===== src/rtl/edge_relaxer.sv =====
// Relaxation stage of the Dijkstra datapath: walks one adjacency row of the settled node
// through the EdgeCache query port and lowers dist[v]/prev[v] in the external distance table.
module edge_relaxer #(
    parameter int unsigned INDEX_WIDTH = 8,
    parameter int unsigned VALUE_WIDTH = 16
) (
    input  logic                   clock,
    input  logic                   reset,
    input  logic                   start,
    input  logic [INDEX_WIDTH-1:0] current_node,
    input  logic [VALUE_WIDTH-1:0] current_dist,
    input  logic [INDEX_WIDTH-1:0] number_of_nodes,
    output logic                   busy,
    output logic                   done,
    output logic [INDEX_WIDTH-1:0] relax_count,
    output logic                   query_enable,
    output logic [INDEX_WIDTH-1:0] from_node,
    output logic [INDEX_WIDTH-1:0] to_node,
    input  logic                   edge_ready,
    input  logic [VALUE_WIDTH-1:0] edge_value,
    output logic [INDEX_WIDTH-1:0] dist_rd_addr,
    input  logic [VALUE_WIDTH-1:0] dist_rd_data,
    input  logic                   visited_rd_data,
    output logic                   dist_wr_en,
    output logic [INDEX_WIDTH-1:0] dist_wr_addr,
    output logic [VALUE_WIDTH-1:0] dist_wr_data,
    output logic [INDEX_WIDTH-1:0] prev_wr_data
);

    // Column counter carries one extra bit so the last column of a full-size row cannot wrap.
    localparam int unsigned CW = INDEX_WIDTH + 1;
    localparam logic [VALUE_WIDTH-1:0] INF = '1;

    typedef enum logic [2:0] {
        S_IDLE,
        S_SETTLE,
        S_WAIT,
        S_READ,
        S_CMP,
        S_WRITE,
        S_NEXT,
        S_FINISH
    } state_t;

    state_t                 state, state_d;
    logic [VALUE_WIDTH-1:0] du_q, du_d;
    logic [INDEX_WIDTH-1:0] n_q, n_d;
    logic [CW-1:0]          v_q, v_d;
    logic [VALUE_WIDTH-1:0] w_q, w_d;

    logic                   busy_d, done_d, query_enable_d, dist_wr_en_d;
    logic [INDEX_WIDTH-1:0] relax_count_d, from_node_d, to_node_d, dist_rd_addr_d;
    logic [INDEX_WIDTH-1:0] dist_wr_addr_d, prev_wr_data_d;
    logic [VALUE_WIDTH-1:0] dist_wr_data_d;

    logic [VALUE_WIDTH:0]   sum;
    logic                   relax_c;
    logic [CW-1:0]          last_v;
    logic [CW-1:0]          v_inc;

    // Candidate distance kept one bit wider so a carry out can never look like a shorter path.
    assign sum     = {1'b0, du_q} + {1'b0, w_q};
    assign relax_c = (w_q != '0) && (v_q[INDEX_WIDTH-1:0] != from_node) && !visited_rd_data
                  && (du_q != INF) && (sum < {1'b0, INF}) && (sum < {1'b0, dist_rd_data});
    assign last_v  = {1'b0, n_q} - CW'(1);
    assign v_inc   = v_q + CW'(1);

    always_ff @(posedge clock or negedge reset) begin
        if (!reset) begin
            state        <= S_IDLE;
            du_q         <= '0;
            n_q          <= '0;
            v_q          <= '0;
            w_q          <= '0;
            busy         <= 1'b0;
            done         <= 1'b0;
            relax_count  <= '0;
            query_enable <= 1'b0;
            from_node    <= '0;
            to_node      <= '0;
            dist_rd_addr <= '0;
            dist_wr_en   <= 1'b0;
            dist_wr_addr <= '0;
            dist_wr_data <= '0;
            prev_wr_data <= '0;
        end else begin
            state        <= state_d;
            du_q         <= du_d;
            n_q          <= n_d;
            v_q          <= v_d;
            w_q          <= w_d;
            busy         <= busy_d;
            done         <= done_d;
            relax_count  <= relax_count_d;
            query_enable <= query_enable_d;
            from_node    <= from_node_d;
            to_node      <= to_node_d;
            dist_rd_addr <= dist_rd_addr_d;
            dist_wr_en   <= dist_wr_en_d;
            dist_wr_addr <= dist_wr_addr_d;
            dist_wr_data <= dist_wr_data_d;
            prev_wr_data <= prev_wr_data_d;
        end
    end

    always_comb begin
        state_d        = state;
        du_d           = du_q;
        n_d            = n_q;
        v_d            = v_q;
        w_d            = w_q;
        busy_d         = busy;
        done_d         = 1'b0;
        relax_count_d  = relax_count;
        query_enable_d = query_enable;
        from_node_d    = from_node;
        to_node_d      = to_node;
        dist_rd_addr_d = dist_rd_addr;
        dist_wr_en_d   = 1'b0;
        dist_wr_addr_d = dist_wr_addr;
        dist_wr_data_d = dist_wr_data;
        prev_wr_data_d = prev_wr_data;

        case (state)
            S_IDLE: begin
                if (start) begin
                    from_node_d   = current_node;
                    du_d          = current_dist;
                    n_d           = number_of_nodes;
                    v_d           = '0;
                    to_node_d     = '0;
                    relax_count_d = '0;
                    if (number_of_nodes == '0) begin
                        done_d  = 1'b1;
                        state_d = S_FINISH;
                    end else begin
                        query_enable_d = 1'b1;
                        busy_d         = 1'b1;
                        state_d        = S_SETTLE;
                    end
                end
            end
            // EdgeCache ready still reflects the previous column here.
            S_SETTLE: state_d = S_WAIT;
            S_WAIT: begin
                if (edge_ready) begin
                    w_d            = edge_value;
                    dist_rd_addr_d = v_q[INDEX_WIDTH-1:0];
                    state_d        = S_READ;
                end
            end
            S_READ: state_d = S_CMP;
            S_CMP: begin
                if (relax_c) begin
                    dist_wr_en_d   = 1'b1;
                    dist_wr_addr_d = v_q[INDEX_WIDTH-1:0];
                    dist_wr_data_d = sum[VALUE_WIDTH-1:0];
                    prev_wr_data_d = from_node;
                    relax_count_d  = relax_count + INDEX_WIDTH'(1);
                    state_d        = S_WRITE;
                end else begin
                    state_d = S_NEXT;
                end
            end
            S_WRITE: state_d = S_NEXT;
            S_NEXT: begin
                if (v_q == last_v) begin
                    query_enable_d = 1'b0;
                    busy_d         = 1'b0;
                    done_d         = 1'b1;
                    state_d        = S_FINISH;
                end else begin
                    v_d       = v_inc;
                    to_node_d = v_inc[INDEX_WIDTH-1:0];
                    state_d   = S_SETTLE;
                end
            end
            S_FINISH: begin
                query_enable_d = 1'b0;
                busy_d         = 1'b0;
                state_d        = S_IDLE;
            end
            default: state_d = S_IDLE;
        endcase
    end

endmodule


===== config.mk =====
export PLATFORM = sky130hd
export DESIGN_NAME = edge_relaxer
export DESIGN_NICKNAME = d
export VERILOG_FILES = /design/src/rtl/edge_relaxer.sv
export SDC_FILE = /design/constraint.sdc
export NUM_CORES = 1
export LEC_CHECK = 0
export CORE_AREA = 2 2 127 153
export DETAILED_ROUTE_END_ITERATION = 12
export DIE_AREA = 0 0 129 155
export DONT_BUFFER_PORTS = 1
export PLACE_DENSITY = 0.58
export SLEW_MARGIN = 20
export SYNTH_ARGS = -nofsm -noshare
export SYNTH_HDL_FRONTEND = slang
export SYNTH_SLANG_ARGS = --single-unit

===== constraint.sdc =====
create_clock -name clock -period 12.5 [get_ports clock]
set_clock_uncertainty 0.05 [all_clocks]
set_input_delay 2.5 -clock clock [delete_from_list [all_inputs] [get_ports clock]]
set_output_delay 2.5 -clock clock [all_outputs]
set_load 0.02 [all_outputs]

==> impl_metrics.env <==
export IMPL_outcome="complete, no violations"
export IMPL_holdWs_ps=475
export IMPL_synthSimpleGateAreaFrac=0.180
export IMPL_fp_dieW_um=129
export IMPL_fin_setup_tns_ps=0
export IMPL_min_period_over_period=0.390
export IMPL_postCtsSetupBuffers=0
export IMPL_antenna_found_initial=1
export IMPL_route_detailed_vias_per_inst=5.27
export IMPL_comb_power_share=0.495
export IMPL_die_y_um=155
export IMPL_first_iter_violations=185
export IMPL_rsz0062_at_grt="false"
export IMPL_ioPinCount=137
export IMPL_drt_total_wl_um=16400
export IMPL_gp_congestion=0.866
export IMPL_worst_pin_slew_ps=997
export IMPL_syn_cell_area_um2=6370
export IMPL_core_region_area_um2=18600
export IMPL_power_leakage_uw=0.00316
export IMPL_seqPwrFrac=0.367
export IMPL_hold_violations=0
export IMPL_synth_top_family_by_area="simple AND/OR/NAND/NOR gates"
export IMPL_dr_wl_met2_um=8480
export IMPL_io_buffers=0
export IMPL_setup_viol=0
export IMPL_swShare=0.469
export IMPL_irDropWorstVdd_mv=0.103
export IMPL_cpMostUsedCell="a21o_1"
export IMPL_path_cells="inv_1, ha_1, a21o_1, a21o_1, nand2b_1, a21o_1, a21oi_1, o221ai_1, a21oi_2, nand3_4, mux2_1"
export IMPL_crit_buf_inv=1
export IMPL_wl_met1_um=6740
export IMPL_top_layer="met4"
export IMPL_cpPeakStageDelay_ps=500
export IMPL_arrival_ps=5070
export IMPL_fin_area_um2=6800
export IMPL_ys_ff_latch=111
export IMPL_dieArea_um2=20000
export IMPL_ys_warnings_count=0
export IMPL_avgSynthCellArea_um2=9.87
export IMPL_finish_net_count=724
export IMPL_p_sw_uw=954
export IMPL_dp_hpwl_um=12300
export IMPL_synthMuxAreaShare=0.0987
export IMPL_routedWlPerCell_um=18.6
export IMPL_critPathLaunchType="input port"
export IMPL_ant_nets=0
export IMPL_tritoncts="yes"
export IMPL_critical_path_slowest_cell="mux2_1"
export IMPL_rows=55
export IMPL_async_flop_share=1.00
export IMPL_slew_headroom=0.334
export IMPL_cts_sinks=111
export IMPL_hold_path_class="reg2reg"
export IMPL_post_cts_resized=0
export IMPL_cts_htree_levels=3
export IMPL_place_area_um2=6510
export IMPL_yosysUniqueCellTypes=68
export IMPL_initial_utilization=0.342
export IMPL_reg2reg_slack_ps=7700
export IMPL_crit_required_ps=12690
export IMPL_power_density_nw_per_um2=299
export IMPL_endpoint_kind="flip-flop"
export IMPL_min_period_ps=4880
export IMPL_crit_family="compound AO/OA/AOI/OAI gates"
export IMPL_clock_latency_ps=360
export IMPL_synth_fa_ha_area_frac=0.0699
export IMPL_ys_seq_area_frac=0.436
export IMPL_drive_gt1_frac=0.144
export IMPL_synthFlopType="dfrtp_1"
export IMPL_drv_slew=0
export IMPL_cts_buffer_depth=2
export IMPL_drc_errors=0
export IMPL_critPathMaxFanout=33
export IMPL_cts_buffers_inserted=9
export IMPL_wl_met3_um=793
export IMPL_area_growth_pct=6.69
export IMPL_synth_compound_area_share=0.124
export IMPL_grt_util_all_layers=0.169
export IMPL_grt_pass1_wl_um=25900
export IMPL_fmax_ghz=0.205
export IMPL_firstDrtPassIters=4
export IMPL_dr_total_vias=4652
export IMPL_syn_instance_count=646
export IMPL_grt_max_degree=112
export IMPL_globalRouteOverflowTotal=0
export IMPL_clk_pin_slew_ps=70
export IMPL_synthXorXnorAreaFrac=0.0410
export IMPL_synth_edf_count=0
export IMPL_clock_root_buffer="clkbuf_16"
export IMPL_syn_nets=750
export IMPL_clkPwrFrac=0.138
export IMPL_critPathKind="in2reg"
export IMPL_grt_pass1_vias=4802
export IMPL_power_internal_uw=1080
export IMPL_cts_hold_buf=0
export IMPL_cap_viol_max_count=0
registers in the layout (all words and copies together) (netlist names):
signal,count
v_q,2
prev_wr_data,8
dist_wr_data,16
to_node,7
n_q,8
state,3
query_enable,1
dist_rd_addr,8
done,1
w_q,16
from_node,8
dist_wr_addr,8
relax_count,8
dist_wr_en,1
du_q,16
cell families after synthesis:
kind of cell             after synthesis
AND/OR/NAND/NOR                      236
AO/OA/AOI/OAI                        112
flip-flops                           111
buffers and inverters                 67
multiplexers                          56
adder cells (fa/ha/maj)               35
XOR/XNOR                              29
cells in the mapped netlist, types with 4 or more instances:
master / number / area share
a211oi_1: 5 / 0.0059
a21o_1: 14 / 0.016
a21oi_1: 21 / 0.016
and2_1: 5 / 0.0049
and3_1: 6 / 0.0059
and4_1: 4 / 0.0055
buf_4: 10 / 0.012
buf_6: 4 / 0.0071
clkbuf_1: 24 / 0.014
dfrtp_1: 111 / 0.44
ha_1: 34 / 0.067
inv_1: 26 / 0.015
mux2_2: 52 / 0.092
nand2_1: 119 / 0.070
nand2b_1: 4 / 0.0039
nand3_1: 14 / 0.011
nand4_1: 19 / 0.019
nor2_1: 21 / 0.012
nor3_1: 9 / 0.0071
nor3b_1: 4 / 0.0047
nor4_1: 14 / 0.014
o21a_1: 8 / 0.0094
o21ai_0: 25 / 0.020
xnor2_1: 13 / 0.018
xor2_1: 15 / 0.021
area by class of cell:
cell class | instances | area (um2)
Tap cell | 256 | 320
Timing Repair Buffer | 4 | 30.0
Multi-Input combinational cell | 468 | 3290
Inverter | 26 | 97.6
Sequential cell | 111 | 2780
Antenna cell | 2 | 5.00
Fill cell | 1887 | 11800
Clock inverter | 5 | 31.3
Clock buffer | 11 | 253
path summary, 6_finish.rpt:
kind                                startpoint                          end  cells after the start
min in group asynchronous                reset           w_q[3]$_DFFE_PN0P_                      0
hold / removal              v_q[8]$_DFFE_PN0P_           v_q[8]$_DFFE_PN0P_                      1
hold reg to reg             v_q[8]$_DFFE_PN0P_           v_q[8]$_DFFE_PN0P_                      1
setup reg to reg           du_q[4]$_DFFE_PN0P_  dist_wr_addr[4]$_DFFE_PN0P_                     16
max in group asynchronous                reset  dist_rd_addr[5]$_DFFE_PN0P_                      0
setup / recovery              dist_rd_data[11]  dist_wr_addr[4]$_DFFE_PN0P_                     11
metal layers:
metal,vias up,global-route usage
li1,2238,-
met5,-,0
met3,28,0.0392
met1,2255,0.193
met4,0,0.0657
met2,131,0.303
cell usage in the layout (no fill, tap or decap), drive strengths merged, types with 14 or more instances in the layout:
master  count
nand3      15
a21oi      24
xor2       16
o21ai      26
a21o       15
ha         34
nor2       21
nand4      19
dfrtp     111
nand2     119
mux2       55
nor4       14
inv        27
worst reg2reg max path: cells and delay by family (launching register included):
kind | cells | cell delay, ps
AO/OA/AOI/OAI | 10 | 2160
AND/OR/NAND/NOR | 3 | 810
adder cells (fa/ha/maj) | 2 | 730
multiplexers | 1 | 510
flip-flops | 1 | 420
per-stage QoR:
| stage | setup WS (ps) | cells | utilization | total power, uW |
|---|---|---|---|---|
| floorplan | 7780 | 646 | - | 1520 |
| global placement | 7270 | 865 | 0.349 | 1730 |
| detailed placement | 7220 | 865 | 0.349 | 1760 |
| CTS | 7620 | 881 | 0.364 | 2050 |
| global route | 7290 | 882 | 0.365 | 2220 |
| finish | 7620 | 883 | 0.365 | 2030 |
power groups by stage:
| stage | sequential [uW] | combinational [uW] | clock, uW |
|---|---|---|---|
| after floorplan | 674 | 850 | 0 |
| after global placement | 750 | 983 | 0 |
| after detailed placement | 757 | 1010 | 0 |
| after CTS | 750 | 1010 | 290 |
| after global routing | 770 | 1140 | 303 |
| final | 747 | 1010 | 280 |
(Power assumes the default switching activity.)
